$ cat config.mk
export PLATFORM = sky130hd
export DESIGN_NAME = mem_stall_tracker
export DESIGN_NICKNAME = d
export VERILOG_FILES = /design/src/rtl/mem_stall_tracker.sv
export SDC_FILE = /design/constraint.sdc
export NUM_CORES = 1
export LEC_CHECK = 0
export ABC_AREA = 0
export BUFFER_PORTS_ARGS = -buffer_cell sky130_fd_sc_hd__buf_2
export CAP_MARGIN = 20
export CORE_AREA = 5 5 77 79
export DETAILED_ROUTE_END_ITERATION = 7
export DIE_AREA = 0 0 82 84
export GPL_ROUTABILITY_DRIVEN = 0
export GPL_TIMING_DRIVEN = 1
export PLACE_DENSITY = 0.66
export SYNTH_ARGS = -nofsm -noshare
export SYNTH_HDL_FRONTEND = slang
export SYNTH_SLANG_ARGS = --single-unit
export TNS_END_PERCENT = 10
$ cat constraint.sdc
create_clock -name clk -period 2.41 [get_ports clk]
set_input_delay 0.241 -clock clk [delete_from_list [all_inputs] [get_ports clk]]
set_output_delay 0.241 -clock clk [all_outputs]
set_load 0.005 [all_outputs]
$ cat src/rtl/mem_stall_tracker.sv
// Tracks outstanding memory requests per port and derives the pipeline advance enable.
// Also keeps a saturating stall counter, a stall watchdog and sticky protocol-error flags.
module mem_stall_tracker #(
  parameter int NPORT   = 2,
  parameter int MAX_OUT = 1,
  parameter int TIMEOUT = 1023
) (
  input  logic             clk,
  input  logic             rst,
  input  logic [NPORT-1:0] req_i,
  input  logic [NPORT-1:0] resp_i,
  input  logic             clr_stats_i,
  output logic             move_o,
  output logic [NPORT-1:0] busy_o,
  output logic [31:0]      stall_cycles_o,
  output logic             err_overflow_o,
  output logic             err_spurious_o,
  output logic             err_timeout_o
);

  localparam int PW = $clog2(MAX_OUT + 1);
  localparam int WW = (TIMEOUT > 0) ? $clog2(TIMEOUT + 1) : 1;
  localparam logic [PW-1:0] PMAX = PW'(MAX_OUT);
  localparam logic [WW-1:0] WMAX = WW'(TIMEOUT);

  logic [NPORT-1:0][PW-1:0] pend_q, pend_d;
  logic [NPORT-1:0]         resp_v, req_acc, ovf_hit, spur_hit, port_clear;
  logic [31:0]              stall_q, stall_d;
  logic [WW-1:0]            wd_q, wd_d;
  logic                     eo_q, eo_d, es_q, es_d, et_q, et_d;

  always_comb begin
    pend_d     = pend_q;
    resp_v     = '0;
    req_acc    = '0;
    ovf_hit    = '0;
    spur_hit   = '0;
    port_clear = '0;
    busy_o     = '0;
    for (int i = 0; i < NPORT; i++) begin
      resp_v[i]     = resp_i[i] && (pend_q[i] != '0);
      ovf_hit[i]    = req_i[i] && (pend_q[i] == PMAX) && !resp_v[i];
      req_acc[i]    = req_i[i] && !ovf_hit[i];
      spur_hit[i]   = resp_i[i] && (pend_q[i] == '0);
      pend_d[i]     = pend_q[i] + PW'(req_acc[i]) - PW'(resp_v[i]);
      // a port stops blocking in the same cycle its last response arrives
      port_clear[i] = (pend_q[i] == '0) || ((pend_q[i] == PW'(1)) && resp_i[i]);
      busy_o[i]     = !rst && (pend_q[i] != '0);
    end
  end

  assign move_o = !rst && (&port_clear);

  always_comb begin
    stall_d = stall_q;
    if (clr_stats_i)
      stall_d = '0;
    else if (!move_o && (stall_q != 32'hFFFF_FFFF))
      stall_d = stall_q + 32'd1;

    wd_d = wd_q;
    if (move_o)
      wd_d = '0;
    else if (wd_q != WMAX)
      wd_d = wd_q + WW'(1);

    eo_d = eo_q | (|ovf_hit);
    es_d = es_q | (|spur_hit);
    // flag appears the cycle after the watchdog has sat at its limit
    et_d = et_q | ((TIMEOUT != 0) && (wd_q == WMAX));
  end

  always_ff @(posedge clk) begin
    if (rst) begin
      pend_q  <= '0;
      stall_q <= '0;
      wd_q    <= '0;
      eo_q    <= 1'b0;
      es_q    <= 1'b0;
      et_q    <= 1'b0;
    end else begin
      pend_q  <= pend_d;
      stall_q <= stall_d;
      wd_q    <= wd_d;
      eo_q    <= eo_d;
      es_q    <= es_d;
      et_q    <= et_d;
    end
  end

  assign stall_cycles_o = stall_q;
  assign err_overflow_o = eo_q;
  assign err_spurious_o = es_q;
  assign err_timeout_o  = et_q;

endmodule

==> results.py, run 1 <==
metrics = {
    "critical_path": {
        "slowest_delay_ns": 0.59,
        "critPathCaptureType": "flip-flop",
        "slowest_stage": "or4b_4",
        "r2r_cells": 5,
        "path_cells": "and4_2 -> nand4_4 -> or4b_4 -> or4_1 -> a21oi_1",
        "required_ns": 2.64,
        "crit_arrival_ns": 2.48,
        "critPathMaxFanout": 10,
        "crit_type": "flip-flop to flip-flop",
        "cp-start-kind": "flip-flop",
    },
    "synth": {
        "synth_common_cells": "dfxtp_1, nor2_1, nand2_1",
        "synth.area.top_cells": "dfxtp_1, nor2_1, xnor2_1",
        "yosysTopAreaCellShare_pct": 41.6,
        "avgSynthCellArea_sq_um": 8.64,
        "synth_most_common_cell": "dfxtp_1",
        "ys_warn_count": 0,
        "synth.distinct_cells": 45,
        "synthArstFlopShare_pct": 0,
        "synth_fp_nets": 271,
        "netlist_area_sq_mm": 0.00226,
        "ys.flop_type": "dfxtp_1",
        "ys_ff_latch": 47,
        "yosysTopAreaCell": "dfxtp_1",
        "postSynthCellCount": 262,
        "yosysSeqAreaShare_pct": 41.6,
        "synth_edf_count": 0,
    },
    "sta": {
        "tightest_slew_ns": 0.779,
        "period_minus_slack_ns": 2.25,
        "rsz0062_at_grt": "no",
        "setup_viol": 0,
        "max_freq_ghz": 0.445,
        "hold_ws_ns": 0.160,
        "slew_headroom_pct": 48.0,
        "fin_crit_sh_pct": 93.3,
        "tns_ns": 0,
        "finClkSkew_ns": 0.00367,
        "hold_viol_final": 0,
        "slew_violations": 0,
    },
    "clocking": {
        "cts_tree": "yes",
        "clk_pin_slew_worst_paths_ns": 0.09,
        "cts_max_level": 2,
        "cts_hold_buf": 0,
        "clk_latency_ns": 0.30,
        "cts.sinks": 47,
        "numCtsBuffers": 5,
        "clk_path_buf_depth": 2,
        "cts-root-buf": "clkbuf_8",
    },
    "detailed_routing": {
        "firstDrtPassIters": 4,
        "wl_per_cell_um": 13.7,
        "drt_wl_total_um": 5260,
        "wl_met3_um": 302,
        "vias": 2108,
        "drt_iter0_drc": 158,
        "drtAntennaViolNets": 0,
        "drc": 0,
        "maxUsedRoutingLayer": "met4",
        "vias_per_cell": 5.48,
        "met1_length_um": 2450,
        "routed-wl-met2_um": 2460,
    },
    "cells_and_area": {
        "nets": 321,
        "diodes": 0,
        "layout-drive-gt1-share_pct": 22.7,
        "fillCellCount": 549,
        "syn2layout_area_growth_pct": 18.3,
    },
    "floorplan": {
        "num_io_pins": 45,
        "rows": 27,
        "coreArea_sq_mm": 0.00527,
        "chipHeight_um": 84,
        "die_x_um": 82,
        "die-area_sq_mm": 0.00689,
        "start_util_pct": 42.9,
    },
    "worst_hold_path": {
        "holdCritPathClass": "input port to flip-flop",
        "holdPathStages": 3,
    },
    "run_status": {
        "status": "finished clean",
    },
    "global_routing": {
        "grt_pass1_vias": 1909,
        "grt_pass1_wl_um": 8990,
        "track_usage_pct": 16.4,
        "antenna_found_initial": 0,
        "grt_max_degree": 17,
        "grt_overflow_total": 0,
    },
    "run": {
        "drv_cap": 0,
    },
    "pwr": {
        "powerDensity_mw_per_mm2": 493,
        "ir_worst_vdd_mv": 0.320,
        "power_leakage_uw": 0.00106,
    },
    "placement": {
        "hpwl_um": 3850,
        "port_buffers": 44,
    },
}
## metal layers
metal,vias up,GRT usage [%]
met2,47,25.6
met3,6,4.64
met1,981,21.5
met4,0,5.44
met5,-,0
li1,1074,-
## cell families after synthesis
| logic type | Yosys count | share of synthesized area (%) |
|---|---|---|
| adder cells (fa/ha/maj) | 2 | 1.11 |
| multiplexers | 4 | 1.77 |
| flip-flops | 47 | 41.6 |
| AND/OR/NAND/NOR | 120 | 28.4 |
| AO/OA/AOI/OAI | 56 | 17.4 |
| buffers and inverters | 16 | 3.26 |
| XOR/XNOR | 17 | 6.58 |
## worst max-delay path, delay by kind of cell, from the launching register on
kind	cells	cell delay, ns
compound gates	1	0.15
flops	1	0.44
simple gates	4	1.59
## stage by stage
step / setup slack (ns) / std cells / area, sq um / total power, uW / utilization (%)
CTS: 0.134 / 385 / 2680 / 1350 / 50.8
finish: 0.160 / 385 / 2680 / 1320 / 50.8
global placement: 0.188 / 377 / 2590 / 870 / 49.1
floorplan: 0.237 / 262 / 2260 / 844 / -
detailed placement: 0.152 / 377 / 2590 / 870 / 49.1
global route: 0.00281 / 385 / 2680 / 1390 / 50.8
## sequential cells by signal (all words and copies together), names as in the netlist
register,flops
stall_cycles_o,32
err_overflow_o,1
err_timeout_o,1
wd_q,10
err_spurious_o,1
pend_q,2
## cell type report
cell class | count | area (sq um) | area share, %
clock buffers | 6 | 72.6 | 2.71
well taps | 72 | 90.1 | 3.36
multi-input cells | 199 | 1250 | 46.7
inverters | 6 | 22.5 | 0.841
repair buffers | 53 | 288 | 10.7
clock inverters | 2 | 12.5 | 0.467
flip-flops and latches | 47 | 942 | 35.2
## placed cells by master (no fill, tap or decap), drive strengths merged, types with 3 or more instances in the layout
cell type / n
xnor2: 11
mux2i: 4
a2111oi: 6
o31ai: 3
o311ai: 3
o21ai: 9
and4: 6
and3: 6
inv: 6
a31oi: 5
a21oi: 14
or3: 9
or4: 4
clkbuf: 6
nand4: 11
and2: 4
nand3: 10
dfxtp: 47
a31o: 4
buf: 53
nand2: 21
nor2b: 3
nor2: 37
a41o: 3
xor2: 6
## report_power, final
group	switching (uW)	internal (uW)
Clock	265	203
Combinational	38.3	23.7
Sequential	5.44	783
## final timing paths
check | startpoint | end | slack [ns]
min reg2reg | err_timeout_o$_SDFF_PP0_ | err_timeout_o$_SDFF_PP0_ | 0.45
min | req_i[1] | pend_q[1]$_SDFF_PP0_ | 0.16
max reg2reg | stall_cycles_o[5]$_SDFFE_PP0P_ | stall_cycles_o[31]$_SDFFE_PP0P_ | 0.16
max | stall_cycles_o[5]$_SDFFE_PP0P_ | stall_cycles_o[31]$_SDFFE_PP0P_ | 0.16
## timing repair
action                                  in CTS  in global routing
endpoints found under the setup margin       0                  1
buffers inserted                             0                  0
hold endpoints to repair                     0                  0
gates resized for setup                      0                  2
Power figures use the tool's default switching activity.
==> inputs of run 2 (changes only) <==
--- a/config.mk
+++ b/config.mk
@@ -9,6 +9,7 @@
 export BUFFER_PORTS_ARGS = -buffer_cell sky130_fd_sc_hd__buf_2
 export CAP_MARGIN = 20
 export CORE_AREA = 5 5 77 79
+export CTS_BUF_LIST = sky130_fd_sc_hd__clkbuf_8
 export DETAILED_ROUTE_END_ITERATION = 7
 export DIE_AREA = 0 0 82 84
 export GPL_ROUTABILITY_DRIVEN = 0
==> constraint.sdc (replaced) <==
create_clock -name clk -period 2.7 [get_ports clk]
set_input_delay 0.27 -clock clk [delete_from_list [all_inputs] [get_ports clk]]
set_output_delay 0.27 -clock clk [all_outputs]
set_load 0.005 [all_outputs]
==> results.py, run 2 (synthesized netlist as in run 1, its figures left out) <==
metrics = {
    "pwr": {
        "powerDensity_mw_per_mm2": 487,
        "power_leakage_uw": 0.00106,
        "total_power_uw": 1300,
        "ir_worst_vdd_mv": 0.231,
    },
    "clocking": {
        "cts.sinks": 47,
        "clk_latency_ns": 0.30,
        "cts_max_level": 2,
        "cts_tree": "yes",
        "clk_pin_slew_worst_paths_ns": 0.09,
        "clk_path_buf_depth": 2,
        "post-cts-setup-buffers": 0,
        "cts-resized-gates": 0,
        "numCtsBuffers": 5,
        "cts_hold_buf": 0,
        "cts-root-buf": "clkbuf_8",
    },
    "global_routing": {
        "grt-busiest-layer": "met2",
        "use_met3_pct": 3.02,
        "grt_pass1_wl_um": 8760,
        "grt_max_degree": 30,
        "track_usage_pct": 15.9,
        "antenna_found_initial": 0,
        "grt_util_met1_pct": 22.2,
        "grt_pass1_vias": 1854,
        "grt_overflow_total": 0,
        "met2_usage_pct": 23.8,
    },
    "placement": {
        "hpwl_um": 3720,
        "port_buffers": 44,
        "placed_area_sq_mm": 0.00256,
    },
    "floorplan": {
        "coreArea_sq_mm": 0.00527,
        "rows": 27,
        "chipHeight_um": 84,
        "die_x_um": 82,
        "num_io_pins": 45,
        "die-area_sq_mm": 0.00689,
        "start_util_pct": 42.9,
    },
    "detailed_routing": {
        "firstDrtPassIters": 4,
        "vias_per_cell": 5.56,
        "drtAntennaViolNets": 0,
        "wl_per_cell_um": 13.7,
        "vias": 2118,
        "drt_wl_total_um": 5230,
        "drc": 0,
        "drt_iter0_drc": 107,
    },
    "sta": {
        "period_minus_slack_ns": 2.40,
        "fin_crit_sh_pct": 88.9,
        "hold_viol_final": 0,
        "rsz0062_at_grt": "no",
        "tightest_slew_ns": 1.10,
        "slew_violations": 0,
        "setup_viol": 0,
        "tns_ns": 0,
        "finClkSkew_ns": 0.00529,
        "slew_headroom_pct": 26.0,
        "max_freq_ghz": 0.416,
    },
    "critical_path": {
        "r2r_setup_slack_ns": 0.30,
        "reg2reg_from": "stall_cycles_o[12]$_SDFFE_PP0P_",
        "crit_path_end": "stall_cycles_o[31]$_SDFFE_PP0P_",
        "crit_arrival_ns": 2.64,
        "cp-startpoint": "stall_cycles_o[12]$_SDFFE_PP0P_",
        "r2r_cells": 5,
        "critPathCaptureType": "flip-flop",
        "cp-start-kind": "flip-flop",
        "critPathMaxFanout": 8,
        "required_ns": 2.93,
        "reg2reg_to": "stall_cycles_o[31]$_SDFFE_PP0P_",
        "crit_type": "flip-flop to flip-flop",
    },
    "cells_and_area": {
        "fillCellCount": 548,
        "stdcell_area_sq_mm": 0.00268,
        "nets": 317,
        "largest_register_ffs": 32,
        "mostFrequentLayoutCell": "dfxtp_1",
        "layout-drive-gt1-share_pct": 21.4,
        "syn2layout_area_growth_pct": 18.3,
        "seq_area_sq_um": 941,
        "mostFrequentLayoutCells": "dfxtp_1, buf_2, nor2_1",
        "multiInputGateArea_sq_mm": 0.00125,
        "diodes": 0,
    },
    "worst_hold_path": {
        "holdCritPathClass": "input port to flip-flop",
    },
    "run_status": {
        "status": "finished clean",
    },
    "run": {
        "drv_cap": 0,
    },
}
==> run 2: cell types whose count changed in the layout (fill, tap and decap cells not counted), sizes merged <==
cell / previous run / this run
clkinvlp: 1 / 0
bufinv: 0 / 1
buf: 53 / 49
==> run 2: metal layers <==
| metal | part of all wire, % | wire length, um |
|---|---|---|
| met5 | 0 | 0 |
| met4 | 1.5 | 80 |
| met3 | 5.5 | 289 |
| met2 | 46 | 2430 |
| met1 | 47 | 2430 |
==> run 2: how the worst min path moves through the flow <==
stage | startpoint | end | slack, ns | depth (start not counted)
6_report | req_i[0] | pend_q[0]$_SDFF_PP0_ | 0.19 | 3
5_1_grt | req_i[0] | pend_q[0]$_SDFF_PP0_ | 0.19 | 3
4_1_cts | req_i[0] | pend_q[0]$_SDFF_PP0_ | 0.19 | 3
3_5_place_dp | err_timeout_o$_SDFF_PP0_ | err_timeout_o$_SDFF_PP0_ | 0.43 | 2
3_3_place_gp | err_timeout_o$_SDFF_PP0_ | err_timeout_o$_SDFF_PP0_ | 0.43 | 2
2_1_floorplan | req_i[0] | pend_q[0]$_SDFF_PP0_ | 0.39 | 2
==> run 2: per-stage QoR <==
stage               cells  util [%]  hold slack (ns)  worst slack [ns]
floorplan             262         -            0.391             0.527
global placement      373      48.6            0.432             0.413
detailed placement    373      48.6            0.433             0.342
CTS                   381      50.8            0.188             0.315
global route          381      50.8            0.189             0.107
finish                381      50.8            0.188             0.299
==> run 2: layout make-up <==
| type | count | share of cell area, % |
|---|---|---|
| clock buffer | 6 | 3.08 |
| multi-input combinational | 199 | 46.6 |
| timing repair buffer | 49 | 9.63 |
| clock inverter | 2 | 1.31 |
| tap | 72 | 3.36 |
| sequential | 47 | 35.1 |
| inverter | 6 | 0.841 |
==> run 2: worst max-delay path: stages (launching register included) <==
cell,delay (ns)
dfxtp_1,0.45
and4_1,0.36
and4_1,0.35
or4b_4,0.52
or4_1,0.49
a21oi_1,0.15
==> run 2: power by group <==
| group | leakage (uW) | switching [uW] | internal [uW] |
|---|---|---|---|
| logic | 0.000622 | 33.8 | 21.1 |
| clock network | 0.0000612 | 245 | 300 |
| registers | 0.000380 | 4.73 | 699 |
